**src/rtl/intt_stream_ctrl_if.sv**
```systemverilog
// -----------------------------------------------------------------------------
// intt_stream_ctrl_if
//   Bundles every signal between the INTT stream sequencer and its
//   surroundings: the scheduler handshake, the source RAM read port, the dual
//   lane INTT pipeline ports and the destination RAM write port.
//
//   master : the sequencer side (drives busy/done/err, RAM controls, intt_in*)
//   slave  : the environment side (scheduler, RAMs and the INTT pipeline)
//
//   Signals
//     start, busy, done, err          scheduler handshake / sticky error
//     src_re, src_addr, src_rdata[2]  source RAM, data valid 1 cycle after src_re
//     intt_in_en, intt_in[2]          pair stream into the INTT
//     intt_out_en, intt_out[2]        pair stream out of the INTT
//     intt_fifo1_addr                 shared fifo1 rotation address
//     dst_we, dst_addr, dst_wdata[2]  destination RAM write port
// -----------------------------------------------------------------------------
interface intt_stream_ctrl_if #(
  parameter int DATA_WIDTH    = 16,
  parameter int NTT_STAGE_CNT = 7,
  parameter int FA_W          = 3
);

  logic                     start;
  logic                     busy;
  logic                     done;
  logic                     err;

  logic                     src_re;
  logic [NTT_STAGE_CNT-1:0] src_addr;
  logic [DATA_WIDTH-1:0]    src_rdata [2];

  logic                     intt_in_en;
  logic [DATA_WIDTH-1:0]    intt_in [2];
  logic                     intt_out_en;
  logic [DATA_WIDTH-1:0]    intt_out [2];
  logic [FA_W-1:0]          intt_fifo1_addr;

  logic                     dst_we;
  logic [NTT_STAGE_CNT-1:0] dst_addr;
  logic [DATA_WIDTH-1:0]    dst_wdata [2];

  modport master (
    input  start, src_rdata, intt_out_en, intt_out,
    output busy, done, err, src_re, src_addr, intt_in_en, intt_in,
           intt_fifo1_addr, dst_we, dst_addr, dst_wdata
  );

  modport slave (
    output start, src_rdata, intt_out_en, intt_out,
    input  busy, done, err, src_re, src_addr, intt_in_en, intt_in,
           intt_fifo1_addr, dst_we, dst_addr, dst_wdata
  );

endinterface

```
**src/rtl/intt_stream_ctrl.sv**
```systemverilog
// -----------------------------------------------------------------------------
// intt_stream_ctrl
//   Sequencer for the dual-lane pipelined INTT. On an accepted start it reads
//   one polynomial (PAIR_CNT lane pairs) from the source RAM and streams it
//   into the INTT as one gap-free intt_in_en burst, keeps the shared
//   fifo1_addr rotation running, and writes the INTT output burst to the
//   destination RAM. Protocol errors and output timeouts set a sticky err.
//
//   Ports
//     clk   in  clock, all logic on the rising edge
//     rst   in  synchronous active-high reset
//     bus   intt_stream_ctrl_if.master (handshake, RAM ports, INTT ports)
//
//   Coefficients pass through unchanged; no arithmetic on data.
// -----------------------------------------------------------------------------
module intt_stream_ctrl #(
  parameter int DATA_WIDTH    = 16,
  parameter int NTT_STAGE_CNT = 7,
  parameter int MUL_STAGE_CNT = 6,
  parameter int FA_W          = $clog2(MUL_STAGE_CNT - 1),
  parameter int LAT_MAX       = 1024
) (
  input  logic                      clk,
  input  logic                      rst,
  intt_stream_ctrl_if.master        bus
);

  localparam int PAIR_CNT = 2 ** NTT_STAGE_CNT;
  // One extra bit so "all PAIR_CNT outputs written" is distinguishable from 0.
  localparam int CNT_W    = NTT_STAGE_CNT + 1;
  localparam int WD_W     = $clog2(LAT_MAX + 1);

  typedef enum logic [1:0] {
    S_IDLE,
    S_FEED,
    S_DRAIN,
    S_DONE
  } state_t;

  state_t                   state_q, state_d;

  logic [NTT_STAGE_CNT-1:0] rd_cnt_q;
  logic [CNT_W-1:0]         wr_cnt_q;
  logic [WD_W-1:0]          wd_q;
  logic [FA_W-1:0]          fa_q;
  logic                     rd_vld_q;    // src_rdata holds a requested pair
  logic                     in_seen_q;   // at least one pair entered the INTT
  logic                     err_q;

  logic                     in_en_q;
  logic [DATA_WIDTH-1:0]    in_data_q [2];
  logic                     we_q;
  logic [NTT_STAGE_CNT-1:0] waddr_q;
  logic [DATA_WIDTH-1:0]    wdata_q [2];

  logic                     start_acc;
  logic                     out_acc;
  logic                     err_set;
  logic                     wr_full;
  logic                     wr_partial;

  // ---------------------------------------------------------------------------
  // Next-state and control decode
  // ---------------------------------------------------------------------------
  always_comb begin
    // NOTE: every signal written here gets a default first so no path can
    // leave it unassigned and infer a latch.
    state_d    = state_q;
    start_acc  = 1'b0;
    out_acc    = 1'b0;
    err_set    = 1'b0;
    wr_full    = (wr_cnt_q == CNT_W'(PAIR_CNT));
    wr_partial = (wr_cnt_q != '0) && !wr_full;

    unique case (state_q)
      S_IDLE: begin
        // Output beats with no polynomial in flight are a protocol error.
        if (bus.intt_out_en) err_set = 1'b1;
        if (bus.start) begin
          start_acc = 1'b1;
          state_d   = S_FEED;
        end
      end

      S_FEED: begin
        if (bus.intt_out_en) begin
          if (in_seen_q && !wr_full) out_acc = 1'b1;
          else                       err_set = 1'b1;
        end
        if (!bus.intt_out_en && wr_partial) begin
          err_set = 1'b1;
          state_d = S_IDLE;
        end else if (rd_cnt_q == NTT_STAGE_CNT'(PAIR_CNT - 1)) begin
          state_d = S_DRAIN;
        end
      end

      S_DRAIN: begin
        if (bus.intt_out_en) begin
          // Beats beyond PAIR_CNT are flagged and dropped.
          if (wr_full) err_set = 1'b1;
          else         out_acc = 1'b1;
        end else if (wr_full) begin
          state_d = S_DONE;
        end else if (wr_partial) begin
          err_set = 1'b1;
          state_d = S_IDLE;
        end else if (wd_q == WD_W'(LAT_MAX - 1)) begin
          err_set = 1'b1;
          state_d = S_IDLE;
        end
      end

      S_DONE: begin
        if (bus.intt_out_en) err_set = 1'b1;
        state_d = S_IDLE;
      end

      default: state_d = S_IDLE;
    endcase
  end

  // ---------------------------------------------------------------------------
  // State, counters and registered data paths
  // ---------------------------------------------------------------------------
  always_ff @(posedge clk) begin
    // NOTE: sequential state uses non-blocking assignments so every register
    // samples the values from before this edge, independent of statement order.
    if (rst) begin
      state_q      <= S_IDLE;
      rd_cnt_q     <= '0;
      wr_cnt_q     <= '0;
      wd_q         <= '0;
      fa_q         <= '0;
      rd_vld_q     <= 1'b0;
      in_seen_q    <= 1'b0;
      err_q        <= 1'b0;
      in_en_q      <= 1'b0;
      in_data_q[0] <= '0;
      in_data_q[1] <= '0;
      we_q         <= 1'b0;
      waddr_q      <= '0;
      wdata_q[0]   <= '0;
      wdata_q[1]   <= '0;
    end else begin
      state_q <= state_d;

      // The rotation runs regardless of state so the INTT's shared fifo
      // never sees a discontinuity across polynomials.
      if (fa_q == FA_W'(MUL_STAGE_CNT - 2)) fa_q <= '0;
      else                                  fa_q <= fa_q + FA_W'(1);

      // Read data arrives one cycle after src_re; the enable is delayed the
      // same amount so intt_in_en and intt_in stay aligned and gap-free.
      rd_vld_q <= (state_q == S_FEED);
      in_en_q  <= rd_vld_q;
      if (rd_vld_q) begin
        in_data_q[0] <= bus.src_rdata[0];
        in_data_q[1] <= bus.src_rdata[1];
      end
      if (in_en_q) in_seen_q <= 1'b1;

      if (start_acc) begin
        rd_cnt_q  <= '0;
        wr_cnt_q  <= '0;
        in_seen_q <= 1'b0;
      end else begin
        if (state_q == S_FEED) rd_cnt_q <= rd_cnt_q + NTT_STAGE_CNT'(1);
        if (out_acc)           wr_cnt_q <= wr_cnt_q + CNT_W'(1);
      end

      // Watchdog only runs until the first output beat arrives.
      if (state_q == S_FEED && state_d == S_DRAIN) wd_q <= '0;
      else if (state_q == S_DRAIN && wr_cnt_q == '0) wd_q <= wd_q + WD_W'(1);

      we_q <= out_acc;
      if (out_acc) begin
        waddr_q    <= wr_cnt_q[NTT_STAGE_CNT-1:0];
        wdata_q[0] <= bus.intt_out[0];
        wdata_q[1] <= bus.intt_out[1];
      end

      // A new error in the same cycle as an accepted start still sticks.
      if (err_set)        err_q <= 1'b1;
      else if (start_acc) err_q <= 1'b0;
    end
  end

  // ---------------------------------------------------------------------------
  // Outputs
  // ---------------------------------------------------------------------------
  assign bus.busy            = (state_q == S_FEED) || (state_q == S_DRAIN);
  assign bus.done            = (state_q == S_DONE);
  assign bus.err             = err_q;
  assign bus.src_re          = (state_q == S_FEED);
  assign bus.src_addr        = rd_cnt_q;
  assign bus.intt_in_en      = in_en_q;
  assign bus.intt_in[0]      = in_data_q[0];
  assign bus.intt_in[1]      = in_data_q[1];
  assign bus.intt_fifo1_addr = fa_q;
  assign bus.dst_we          = we_q;
  assign bus.dst_addr        = waddr_q;
  assign bus.dst_wdata[0]    = wdata_q[0];
  assign bus.dst_wdata[1]    = wdata_q[1];

endmodule
```
**src/flat_wrapper.sv**
```systemverilog
// flat-port wrapper written by rule: the top's interface ports become plain ports
module intt_stream_ctrl_flat 
#(
  parameter int DATA_WIDTH    = 16,
  parameter int NTT_STAGE_CNT = 7,
  parameter int MUL_STAGE_CNT = 6,
  parameter int FA_W          = $clog2(MUL_STAGE_CNT - 1),
  parameter int LAT_MAX       = 1024
)
  (clk, rst, bus_start, bus_src_rdata, bus_intt_out_en, bus_intt_out, bus_busy, bus_done, bus_err, bus_src_re, bus_src_addr, bus_intt_in_en, bus_intt_in, bus_intt_fifo1_addr, bus_dst_we, bus_dst_addr, bus_dst_wdata);
  intt_stream_ctrl_if #(.DATA_WIDTH(DATA_WIDTH), .NTT_STAGE_CNT(NTT_STAGE_CNT), .FA_W(FA_W)) bus_i ();
  input  logic clk;
  input  logic rst;
  input wire logic [$bits(bus_i.start)-1:0] bus_start;
  input wire logic [$bits(bus_i.src_rdata)-1:0] bus_src_rdata;
  input wire logic [$bits(bus_i.intt_out_en)-1:0] bus_intt_out_en;
  input wire logic [$bits(bus_i.intt_out)-1:0] bus_intt_out;
  output wire logic [$bits(bus_i.busy)-1:0] bus_busy;
  output wire logic [$bits(bus_i.done)-1:0] bus_done;
  output wire logic [$bits(bus_i.err)-1:0] bus_err;
  output wire logic [$bits(bus_i.src_re)-1:0] bus_src_re;
  output wire logic [$bits(bus_i.src_addr)-1:0] bus_src_addr;
  output wire logic [$bits(bus_i.intt_in_en)-1:0] bus_intt_in_en;
  output wire logic [$bits(bus_i.intt_in)-1:0] bus_intt_in;
  output wire logic [$bits(bus_i.intt_fifo1_addr)-1:0] bus_intt_fifo1_addr;
  output wire logic [$bits(bus_i.dst_we)-1:0] bus_dst_we;
  output wire logic [$bits(bus_i.dst_addr)-1:0] bus_dst_addr;
  output wire logic [$bits(bus_i.dst_wdata)-1:0] bus_dst_wdata;
  assign bus_i.start = bus_start;
  assign bus_i.src_rdata = {>>{bus_src_rdata}};
  assign bus_i.intt_out_en = bus_intt_out_en;
  assign bus_i.intt_out = {>>{bus_intt_out}};
  assign bus_busy = bus_i.busy;
  assign bus_done = bus_i.done;
  assign bus_err = bus_i.err;
  assign bus_src_re = bus_i.src_re;
  assign bus_src_addr = bus_i.src_addr;
  assign bus_intt_in_en = bus_i.intt_in_en;
  assign bus_intt_in = {>>{bus_i.intt_in}};
  assign bus_intt_fifo1_addr = bus_i.intt_fifo1_addr;
  assign bus_dst_we = bus_i.dst_we;
  assign bus_dst_addr = bus_i.dst_addr;
  assign bus_dst_wdata = {>>{bus_i.dst_wdata}};
  intt_stream_ctrl #(.DATA_WIDTH(DATA_WIDTH), .NTT_STAGE_CNT(NTT_STAGE_CNT), .MUL_STAGE_CNT(MUL_STAGE_CNT), .FA_W(FA_W), .LAT_MAX(LAT_MAX)) u_core (.clk(clk), .rst(rst), .bus(bus_i));
endmodule
```
**config.mk**
```make
export PLATFORM = sky130hd
export DESIGN_NAME = intt_stream_ctrl_flat
export DESIGN_NICKNAME = d
export VERILOG_FILES = /design/src/rtl/intt_stream_ctrl_if.sv /design/src/rtl/intt_stream_ctrl.sv /design/src/flat_wrapper.sv
export SDC_FILE = /design/constraint.sdc
export NUM_CORES = 1
export LEC_CHECK = 0
export BUFFER_PORTS_ARGS = -buffer_cell sky130_fd_sc_hd__buf_2
export CORE_ASPECT_RATIO = 0.8
export CORE_MARGIN = 4
export CORE_UTILIZATION = 50
export CTS_CLUSTER_SIZE = 16
export DETAILED_ROUTE_END_ITERATION = 6
export PLACE_DENSITY_LB_ADDON = 0.12
export SYNTH_ARGS = -nofsm -noshare
export SYNTH_HDL_FRONTEND = slang
export SYNTH_SLANG_ARGS = --single-unit
```
**constraint.sdc**
```tcl
create_clock -name clk -period 2.45 [get_ports clk]
set_input_delay 0.6125 -clock clk [delete_from_list [all_inputs] [get_ports clk]]
set_output_delay 0.6125 -clock clk [all_outputs]
set_load 0.05 [all_outputs]
```
======== Word-level counts from Yosys, hierarchy flattened ========
Memory sizes are Yosys's and may differ from the RTL's.
Cells that the tools add are included.
word-level totals
  register bits ........................... 43
  RAM bits ................................ 64
  output and inout port bits .............. 87
  input bits .............................. 68
  memories ................................ 2
  logic and storage cells ................. 84
cells by class
  equality and inequality tests ........... 8
  multiplexer cells ....................... 39
  bitwise logic cells ..................... 4
  reduce and logical (&&, ||, !) cells .... 16
  $add $sub $neg .......................... 4
memories
  memory            words  width  rd ports  clocked after memory_dff  write ports  line                    RTL
  u_core.in_data_q  2      16     2         0                         2            intt_stream_ctrl.sv:51  logic [DATA_WIDTH-1:0] in_data_q [2];
  u_core.wdata_q    2      16     2         0                         2            intt_stream_ctrl.sv:54  logic [DATA_WIDTH-1:0] wdata_q [2];
operator list
  kind                                              count
  2-to-1 mux 16 bit                                 4
  2-to-1 mux 1 bit                                  25
  2-to-1 mux 2 bit                                  7
  adder 11 x 1 -> 11 bit (second input constant)    1
  == test 11 x 10 -> 1 bit (second input constant)  1
  adder 8 x 1 -> 8 bit (second input constant)      1
  == test 8 bit (second input constant)             1
  logical NOT 8 bit                                 1
  one-hot mux 2 bit (4 select lines)                1
  nonzero test 8 bit                                1
  OR reduction 2 bit                                4
  adder 7 x 1 -> 7 bit (second input constant)      1
  == test 7 bit (second input constant)             1
  == test 2 bit (second input constant)             3
  logical AND 1 bit                                 5
  OR 1 bit                                          4
  adder 3 x 1 -> 3 bit (second input constant)      1
  == test 3 bit (second input constant)             1
  one-hot mux 1 bit (3 select lines)                1
  == test 2 x 1 -> 1 bit (second input constant)    1
  logical NOT 1 bit                                 2
  logical NOT 2 bit                                 1
  one-hot mux 1 bit (2 select lines)                1
  nonzero test 2 bit                                1
  logical OR 1 bit                                  1

======== Depth between registers and ports, before layout ========
Gate-level depths: netlist (run 1).
  depth in word-level cells ............... 10
  depth in mapped cells ................... 9
  gate-level depth less buffers ........... 7

======== Worst setup path after synthesis (run 1) ========
No wires, ideal clock.
  kind .................................... reg-to-reg
  from .................................... register u_core.state_q[0]
  to ...................................... memory u_core.wdata_q[0][0], enable pin
  stages on the path, launching flop included .. 7
  path buffers ............................ 1
  data required time ...................... 2.075 ns
  path slack .............................. -0.120 ns
  arrival time ............................ 2.195 ns
  period minus slack after synthesis ...... 2.570 ns
  library setup time ...................... 0.375 ns
  cell sequence ........................... dfxtp_1 > inv_1 > ha_1 > o211ai_1 > a31oi_1 > clkbuf_1 > or2_2
RTL lines
  what                      line                     RTL
  start: declaration        intt_stream_ctrl.sv:40   state_t state_q, state_d;
  start signal: assignment  intt_stream_ctrl.sv:146  state_q <= state_d;
  end: declaration          intt_stream_ctrl.sv:54

======== Final worst setup path (run 1) ========
  from .................................... register u_core.wr_cnt_q[0]
  to ...................................... register u_core.wd_q[0]
between the ends
  word-level cells in the longest chain between the ends .. 10
  elaborated cells between the ends (all ways) .. 15
  classes of those cells .................. eq/ne: 2; mux: 5; reduce/logical: 8
RTL lines
  what                                 line                     RTL
  start: declaration                   intt_stream_ctrl.sv:43   logic [CNT_W-1:0] wr_cnt_q;
  start signal: assignment             intt_stream_ctrl.sv:169  if (out_acc) wr_cnt_q <= wr_cnt_q + CNT_W'(1);
  == test 8 bit                        intt_stream_ctrl.sv:72   wr_full = (wr_cnt_q == CNT_W'(PAIR_CNT));
  logical NOT 1 bit                    intt_stream_ctrl.sv:73   wr_partial = (wr_cnt_q != '0) && !wr_full;
  logical AND 1 bit                    intt_stream_ctrl.sv:73
  2-to-1 mux 2 bit                     intt_stream_ctrl.sv:105  end else if (wr_partial) begin
  2-to-1 mux 2 bit                     intt_stream_ctrl.sv:103  end else if (wr_full) begin
  2-to-1 mux 2 bit                     intt_stream_ctrl.sv:99   if (bus.intt_out_en) begin
  one-hot mux 2 bit (4 select lines)   intt_stream_ctrl.sv:75   unique case (state_q)
  == test 2 bit                        intt_stream_ctrl.sv:173  if (state_q == S_FEED && state_d == S_DRAIN) wd_q <= '0;
  logical AND 1 bit                    intt_stream_ctrl.sv:173
  OR reduction 2 bit (no source line)  n/a
  end signal: assignment               intt_stream_ctrl.sv:174  else if (state_q == S_DRAIN && wr_cnt_q == '0) wd_q <= wd_q + WD_W'(1);
  end: declaration                     intt_stream_ctrl.sv:44   logic [WD_W-1:0] wd_q;
Several ways; a longest one is shown, not always the timed one.
A chain may end at the register's enable or synchronous reset.

==> metrics.csv, run 1 <==
stage;metric;value;unit
min_path;Min-Delay Endpoint;u_core.bus.dst_addr[1];
logic_synthesis;largest family of logic cells by synthesized area;simple AND/OR/NAND/NOR gates;
logic_synthesis;Synth Cell Area;4420;sq um
pwr;Reg power frac;0.537;
grt;initial antenna violation count;0;
logic_synthesis;Compound-Gate Fraction of Synth Area;0.0574;
grt;first-pass GRT wire length;15.7;mm
logic_synthesis;Post-Syn Instances;368;
setup_path;CP dominant cell by count;a21oi_1;
sta;RSZ-0062 raised after global routing;false;
clocking;clk slew on worst S/H paths;0.10;ns
placement;Port-buffer cells;154;
sta;Slew Viols, Final;0;
placement;DP HPWL;7.27;mm
min_path;Worst Hold Class;reg -> reg;
floorplan;IO Pins;155;
setup_path;Worst path slowest cell;o31ai_4;
detailed_routing;DR vias/cell;5.06;
status;status;finished clean;
setup_path;Critical Path Start Type;flop;
pwr;Switch Pwr;1.02;mW
pwr;Clk pwr share;0.330;
pwr;Power Total;3.71;mW
floorplan;starting density of the core;0.517;
floorplan;Die H;92.1;microns
grt;Overflow after GRT;0;
logic_synthesis;synthesized flop and latch total;107;
pwr;Logic pwr share;0.133;
finish;fin util;0.652;
setup_path;crit path cell chain;inv_1, ha_1, nor2b_1, a21oi_1, o21a_1, o31ai_4, a21oi_1;
floorplan;Die ar.;10400;sq um
sta;Slew HR;0.624;
clocking;CTS sink count;107;
pwr;Int Pwr;2.69;mW
setup_path;Worst Path Required;2.68;ns
floorplan;die width;113;microns
detailed_routing;DRC Markers;0;
pwr;PwrDens;664;nW/um^2
logic_synthesis;post-synthesis mux area share;0.0204;
sta;Setup TNS;0;ns
sta;minimum clock period;2.25;ns
setup_path;worst r2r path cells;7;
detailed_routing;Initial DRC Count;195;
logic_synthesis;yosys warns;0;
finish;# diodes;0;
finish;fin nets;603;
detailed_routing;drt wl/cell;15.5;microns
clocking;Post-CTS Setup Bufs;0;
setup_path;Setup crit start;u_core.wr_cnt_q[0];
setup_path;crit path kind;reg -> reg;
pwr;Sw Share;0.274;
finish;synthesis-to-layout area growth;26.2;%
clocking;clk_lat worst skew;0.37;ns
logic_synthesis;Mapped Nets;447;
setup_path;FF-to-FF setup slack;0.20;ns
clocking;Max clock buf depth;2;
grt;largest net degree at the start of global routing;34;
logic_synthesis;xor and xnor fraction of the mapped netlist area;0.0416;
min_path;hold_sp;u_core.bus.dst_addr[1];
detailed_routing;Antenna Nets Post-Route;0;
placement;DP Worst Slack;0.193;ns
sta;setup violators final;0;
sta;Final Hold Fails;0;
logic_synthesis;register area share after synthesis;0.629;
placement;GP Congestion;0.871;
logic_synthesis;number of flops mapped to enable cells by yosys;64;
setup_path;largest stage delay on the critical path;0.48;ns
logic_synthesis;Synth Area in Simple Gates;0.191;
min_path;hold depth;2;
finish;share of layout cells above drive strength 1;0.359;
logic_synthesis;ys flop type;edfxtp_1;
pwr;VDD IR max;0.441;mV
finish;area occupied by multi-input gates;1530;sq um
setup_path;reg-to-reg endpoint;u_core.wd_q[0];
setup_path;CP endpoint kind;flop;
clocking;Hold Buf Count CTS;0;
sta;fmax;445;MHz
logic_synthesis;Synth cell types;43;
sta;Final WS setup;0.202;ns
clocking;CTS H-Tree Depth;3;
grt;vias in the first global route;3157;
run;max_cap viols;0;
sta;worst clock skew;0.0177;ns
logic_synthesis;adder-cell share of the synthesized area;0.0311;
logic_synthesis;Post-Syn Area per Cell;12.0;sq um
floorplan;cell row count;30;
setup_path;crit path DAT;2.48;ns
detailed_routing;WL final;9.92;mm
grt;gr usage total;0.190;
finish;register area;2780;sq um
sta;Tcrit/Tclk final;0.918;
logic_synthesis;Post-synth ARST share;0;
floorplan;Core ar.;8560;sq um
pwr;P_leak;2.53;nW
detailed_routing;DR vias;3244;
detailed_routing;DRT Pass-1 Iters;4;
clocking;Resize count post-CTS;0;
sta;Least-Margin Pin Slew;0.564;ns
setup_path;CP max FO;11;
finish;fill count;705;
setup_path;RR Startpoint;u_core.wr_cnt_q[0];
clocking;CTS tree;yes;
clocking;CTS Root Cell;clkbuf_8;
clocking;CTS buffer count;9;
==> critical path: cells and delay by family, from the launching register on <==
kind | cells | cell delay (ns)
fa+ha+maj | 1 | 0.16
compound gates | 4 | 1.08
simple gates | 1 | 0.43
buf+inv | 1 | 0.07
flops | 1 | 0.37
==> layer usage <==
layer / part of all wire / routed length [microns] / track usage
met5: 0 / 0 / 0
met3: 0.073 / 724 / 0.0594
met2: 0.49 / 4830 / 0.310
met4: 0.010 / 104 / 0.0591
met1: 0.43 / 4260 / 0.241
==> cell type report <==
cell class	instances	share of cell area
multi-input combinational	230	0.274
timing repair buffer	163	0.152
sequential	107	0.498
inverter	13	0.00874
tap	112	0.0251
clock buffer	9	0.0222
clock inverter	7	0.0195
==> synthesized netlist by cell type, types with 2 or more instances <==
master / number / area share
a21oi_2: 3 / 0.0059
a211oi_1: 2 / 0.0034
nand3_1: 3 / 0.0034
nand4_1: 11 / 0.016
edfxtp_1: 64 / 0.43
dfxtp_1: 43 / 0.19
nor3_1: 2 / 0.0023
a31oi_1: 2 / 0.0028
nor3_2: 2 / 0.0045
and2_1: 37 / 0.052
nand2_1: 13 / 0.011
nor2b_1: 3 / 0.0042
buf_2: 2 / 0.0023
xnor2_1: 8 / 0.016
o21ai_0: 6 / 0.0068
mux2i_1: 9 / 0.020
and3_1: 35 / 0.049
or2_2: 2 / 0.0028
o32ai_1: 2 / 0.0040
clkbuf_1: 14 / 0.012
or3_1: 2 / 0.0028
inv_1: 13 / 0.011
nor2_1: 29 / 0.025
xor2_1: 13 / 0.026
nor4_1: 4 / 0.0057
a21oi_1: 16 / 0.018
ha_1: 11 / 0.031
nand2b_1: 2 / 0.0028
==> registers in the layout, summed over array words and instances, names as in the netlist <==
register                    flops
u_core.in_data_q               32
u_core.bus.intt_in_en           1
u_core.in_seen_q                1
u_core.wd_q                    11
u_core.bus.intt_fifo1_addr      3
u_core.bus.dst_we               1
u_core.bus.dst_addr             7
u_core.wdata_q                 32
u_core.rd_vld_q                 1
u_core.wr_cnt_q                 8
u_core.bus.src_addr             7
u_core.state_q                  2
u_core.bus.err                  1
==> worst max-delay path by stage <==
stage	cells past startpoint	to
floorplan	6	u_core.wdata_q[0][0]
global route	7	u_core.wd_q[4]
CTS	7	u_core.wd_q[7]
global placement	7	u_core.wd_q[3]
finish	7	u_core.wd_q[0]
detailed placement	7	u_core.wd_q[9]
==> cells by family after synthesis <==
logic type / Yosys count
XOR/XNOR: 21
multiplexers: 9
AO/OA/AOI/OAI: 39
buffers and inverters: 31
adder cells (fa/ha/maj): 11
flip-flops: 107
AND/OR/NAND/NOR: 150
==> placed cells by master, fill, tap and decap left out, drive strengths merged, types with 2 or more instances in the layout <==
master	instances
buf	163
edfxtp	64
dfxtp	43
and2	37
and3	35
nor2	29
a21oi	19
inv	16
nand2	13
xor2	13
nand4	11
ha	11
mux2i	9
clkbuf	9
xnor2	8
o21ai	7
nor4	4
nor3	4
nor2b	3
nand3	3
or3	2
o32ai	2
nand2b	2
a211oi	2
clkinv	2
bufinv	2
or2	2
a31oi	2
or4	2
==> power groups by stage <==
stage | Sequential (mW) | Clock [mW] | Combinational, mW
after global placement | 2.03 | 0 | 0.492
after CTS | 1.99 | 1.25 | 0.497
after floorplan | 2.26 | 0 | 0.121
after global routing | 2.00 | 1.33 | 0.521
after detailed placement | 2.03 | 0 | 0.496
final | 1.99 | 1.22 | 0.492
==> metrics by stage <==
stage                     std cells  area, sq um  hold slack (ns)
after floorplan                 368         4430            0.457
after global placement          625         5350            0.477
after detailed placement        625         5350            0.481
after CTS                       641         5580            0.498
after global routing            641         5580            0.491
final                           641         5580            0.503
Note: power is estimated with default switching activity, not from simulation.
==> inputs of run 2 (changes only) <==
--- a/config.mk
+++ b/config.mk
@@ -5,12 +5,12 @@
 export SDC_FILE = /design/constraint.sdc
 export NUM_CORES = 1
 export LEC_CHECK = 0
-export BUFFER_PORTS_ARGS = -buffer_cell sky130_fd_sc_hd__buf_2
 export CORE_ASPECT_RATIO = 0.8
-export CORE_MARGIN = 4
-export CORE_UTILIZATION = 50
+export CORE_MARGIN = 1.5
+export CORE_UTILIZATION = 60
 export CTS_CLUSTER_SIZE = 16
 export DETAILED_ROUTE_END_ITERATION = 6
+export DONT_BUFFER_PORTS = 1
 export PLACE_DENSITY_LB_ADDON = 0.12
 export SYNTH_ARGS = -nofsm -noshare
 export SYNTH_HDL_FRONTEND = slang
==> run 2 against run 1 <==
  * The flow now finishes with violations (DRC)
  * Via count shrank 17%
  * Sequential cell count is the same
  * Setup slack gained 0.063 ns
  * Global-route usage grew 2.1 points
  * Core utilization grew 3.5 points
  * Clock power shrank 9%
==> metrics.csv, run 2 (same netlist as run 1, synthesis figures left out) <==
stage;metric;value;unit
status;status;finished, violations left;
status;failing checks;DRC;
detailed_routing;DR vias;2699;
sta;Final WS setup;0.265;ns
finish;most frequent cells in the layout;edfxtp_1, dfxtp_1, and2_1;
setup_path;total stage count of the critical path;7;
setup_path;Buf+Inv Stages, Crit Path;1;
run;max_cap viols;0;
min_path;Min-Delay Endpoint;u_core.bus.dst_addr[6];
setup_path;Top delay family on crit path;compound AO/OA/AOI/OAI gates;
detailed_routing;DR vias/cell;5.75;
floorplan;Core ar.;6990;sq um
finish;register area;2780;sq um
sta;RSZ-0062 raised after global routing;false;
sta;Final Hold Fails;0;
setup_path;worst r2r path cells;7;
finish;most common cell after layout, fill and taps aside;edfxtp_1;
sta;Slew HR;0.518;
floorplan;die width;99.0;microns
detailed_routing;DRC Markers;14;
placement;Port-buffer cells;0;
grt;gr usage total;0.211;
sta;worst clock skew;0.0100;ns
placement;DP HPWL;5.79;mm
sta;Slew Viols, Final;0;
clocking;clk slew on worst S/H paths;0.10;ns
clocking;clk_lat worst skew;0.37;ns
finish;share of layout cells above drive strength 1;0.115;
setup_path;CP endpoint kind;flop;
setup_path;crit path cell chain;inv_1, ha_1, nor2_1, o32ai_1, a31oi_1, o31ai_4, a21oi_1;
placement;DP Worst Slack;0.0997;ns
clocking;Post-CTS Setup Bufs;0;
floorplan;Die H;79.8;microns
clocking;CTS tree;yes;
floorplan;Die ar.;7900;sq um
finish;fin nets;456;
grt;vias in the first global route;2523;
finish;synthesis-to-layout area growth;8.65;%
setup_path;CP max FO;11;
setup_path;FF-to-FF setup slack;0.26;ns
floorplan;cell row count;27;
floorplan;IO Pins;155;
setup_path;Critical Path Start Type;flop;
clocking;CTS buffer count;9;
setup_path;Worst Path Required;2.67;ns
grt;first-pass GRT wire length;12.8;mm
detailed_routing;DRT Pass-1 Iters;7;
min_path;Worst Hold Class;in -> reg;
sta;fmax;458;MHz
setup_path;reg-to-reg endpoint;u_core.wd_q[4];
clocking;CTS H-Tree Depth;3;
finish;fin util;0.687;
finish;# diodes;0;
min_path;hold_sp;rst;
clocking;CTS sink count;107;
setup_path;Worst path slowest cell;o31ai_4;
detailed_routing;drt wl/cell;17.8;microns
setup_path;largest stage delay on the critical path;0.55;ns
grt;initial antenna violation count;0;
clocking;Max clock buf depth;2;
setup_path;crit path kind;reg -> reg;
pwr;P_leak;1.88;nW
sta;Tcrit/Tclk final;0.892;
sta;setup violators final;0;
placement;GP Congestion;0.933;
sta;Setup TNS;0;ns
clocking;CTS Root Cell;clkbuf_8;
floorplan;starting density of the core;0.633;
finish;fill count;518;
setup_path;RR Startpoint;u_core.state_q[0];
setup_path;crit path DAT;2.41;ns
min_path;hold depth;1;
sta;Least-Margin Pin Slew;0.705;ns
grt;largest net degree at the start of global routing;38;
detailed_routing;WL final;8.33;mm
finish;Largest regs;u_core.in_data_q: 32 flops, u_core.wdata_q: 32 flops, u_core.wd_q: 11 flops;
sta;minimum clock period;2.19;ns
detailed_routing;Antenna Nets Post-Route;0;
pwr;VDD IR max;0.457;mV
detailed_routing;Initial DRC Count;117;
pwr;PwrDens;725;nW/um^2
finish;area occupied by multi-input gates;1540;sq um
grt;Overflow after GRT;0;
==> run 2: cell count changes in the layout (fill, tap and decap cells not counted), sizes merged <==
cell    delta
buf      -147
bufinv     -1
clkbuf     +1
==> run 2: final cells by class <==
| class | instances | share of cell area |
|---|---|---|
| Clock buffer | 10 | 0.0265 |
| Clock inverter | 6 | 0.0174 |
| Inverter | 13 | 0.0102 |
| Multi-Input combinational cell | 230 | 0.319 |
| Sequential cell | 107 | 0.579 |
| Tap cell | 87 | 0.0226 |
| Timing Repair Buffer | 16 | 0.0250 |
==> run 2: metrics by stage <==
step	hold slack, ns	cells	cell area, sq um	power, mW
2_1_floorplan	0.457	368	4430	2.38
3_3_place_gp	0.497	453	4590	2.41
6_report	0.303	469	4810	3.48
4_1_cts	0.288	469	4800	3.50
5_1_grt	0.279	469	4810	3.59
3_5_place_dp	0.504	453	4590	2.42
==> run 2: power breakdown <==
| group | total (mW) | internal, mW | switching, mW |
|---|---|---|---|
| logic | 0.153 | 0.0433 | 0.110 |
| registers | 2.22 | 1.98 | 0.249 |
| clock network | 1.11 | 0.498 | 0.609 |
| total | 3.48 | 2.52 | 0.967 |
==> run 2: worst max-delay path by stage <==
stage                                   from                    to  slack, ns
final                      u_core.state_q[0]        u_core.wd_q[4]       0.26
after global routing       u_core.state_q[0]        u_core.wd_q[9]       0.12
after global placement    u_core.wr_cnt_q[0]        u_core.wd_q[5]       0.21
after detailed placement  u_core.wr_cnt_q[0]        u_core.wd_q[4]        0.1
after floorplan            u_core.state_q[0]  u_core.wdata_q[0][0]       0.05
after CTS                 u_core.wr_cnt_q[0]        u_core.wd_q[4]       0.07
==> run 2: what timing repair did <==
item / in CTS / in global routing
endpoints found under the setup margin: 0 / 12
hold buffers: 0 / 0
resized for setup: 0 / 2
==> run 2: routing by layer <==
| layer | global-route usage | vias to the layer above | wire length, microns | part of all wire |
|---|---|---|---|---|
| met5 | 0 | - | 0 | 0 |
| met4 | 0.0714 | 0 | 129 | 0.015 |
| met3 | 0.0797 | 11 | 709 | 0.085 |
| met2 | 0.352 | 102 | 4150 | 0.50 |
| met1 | 0.252 | 1268 | 3340 | 0.40 |
| li1 | - | 1318 | - | - |
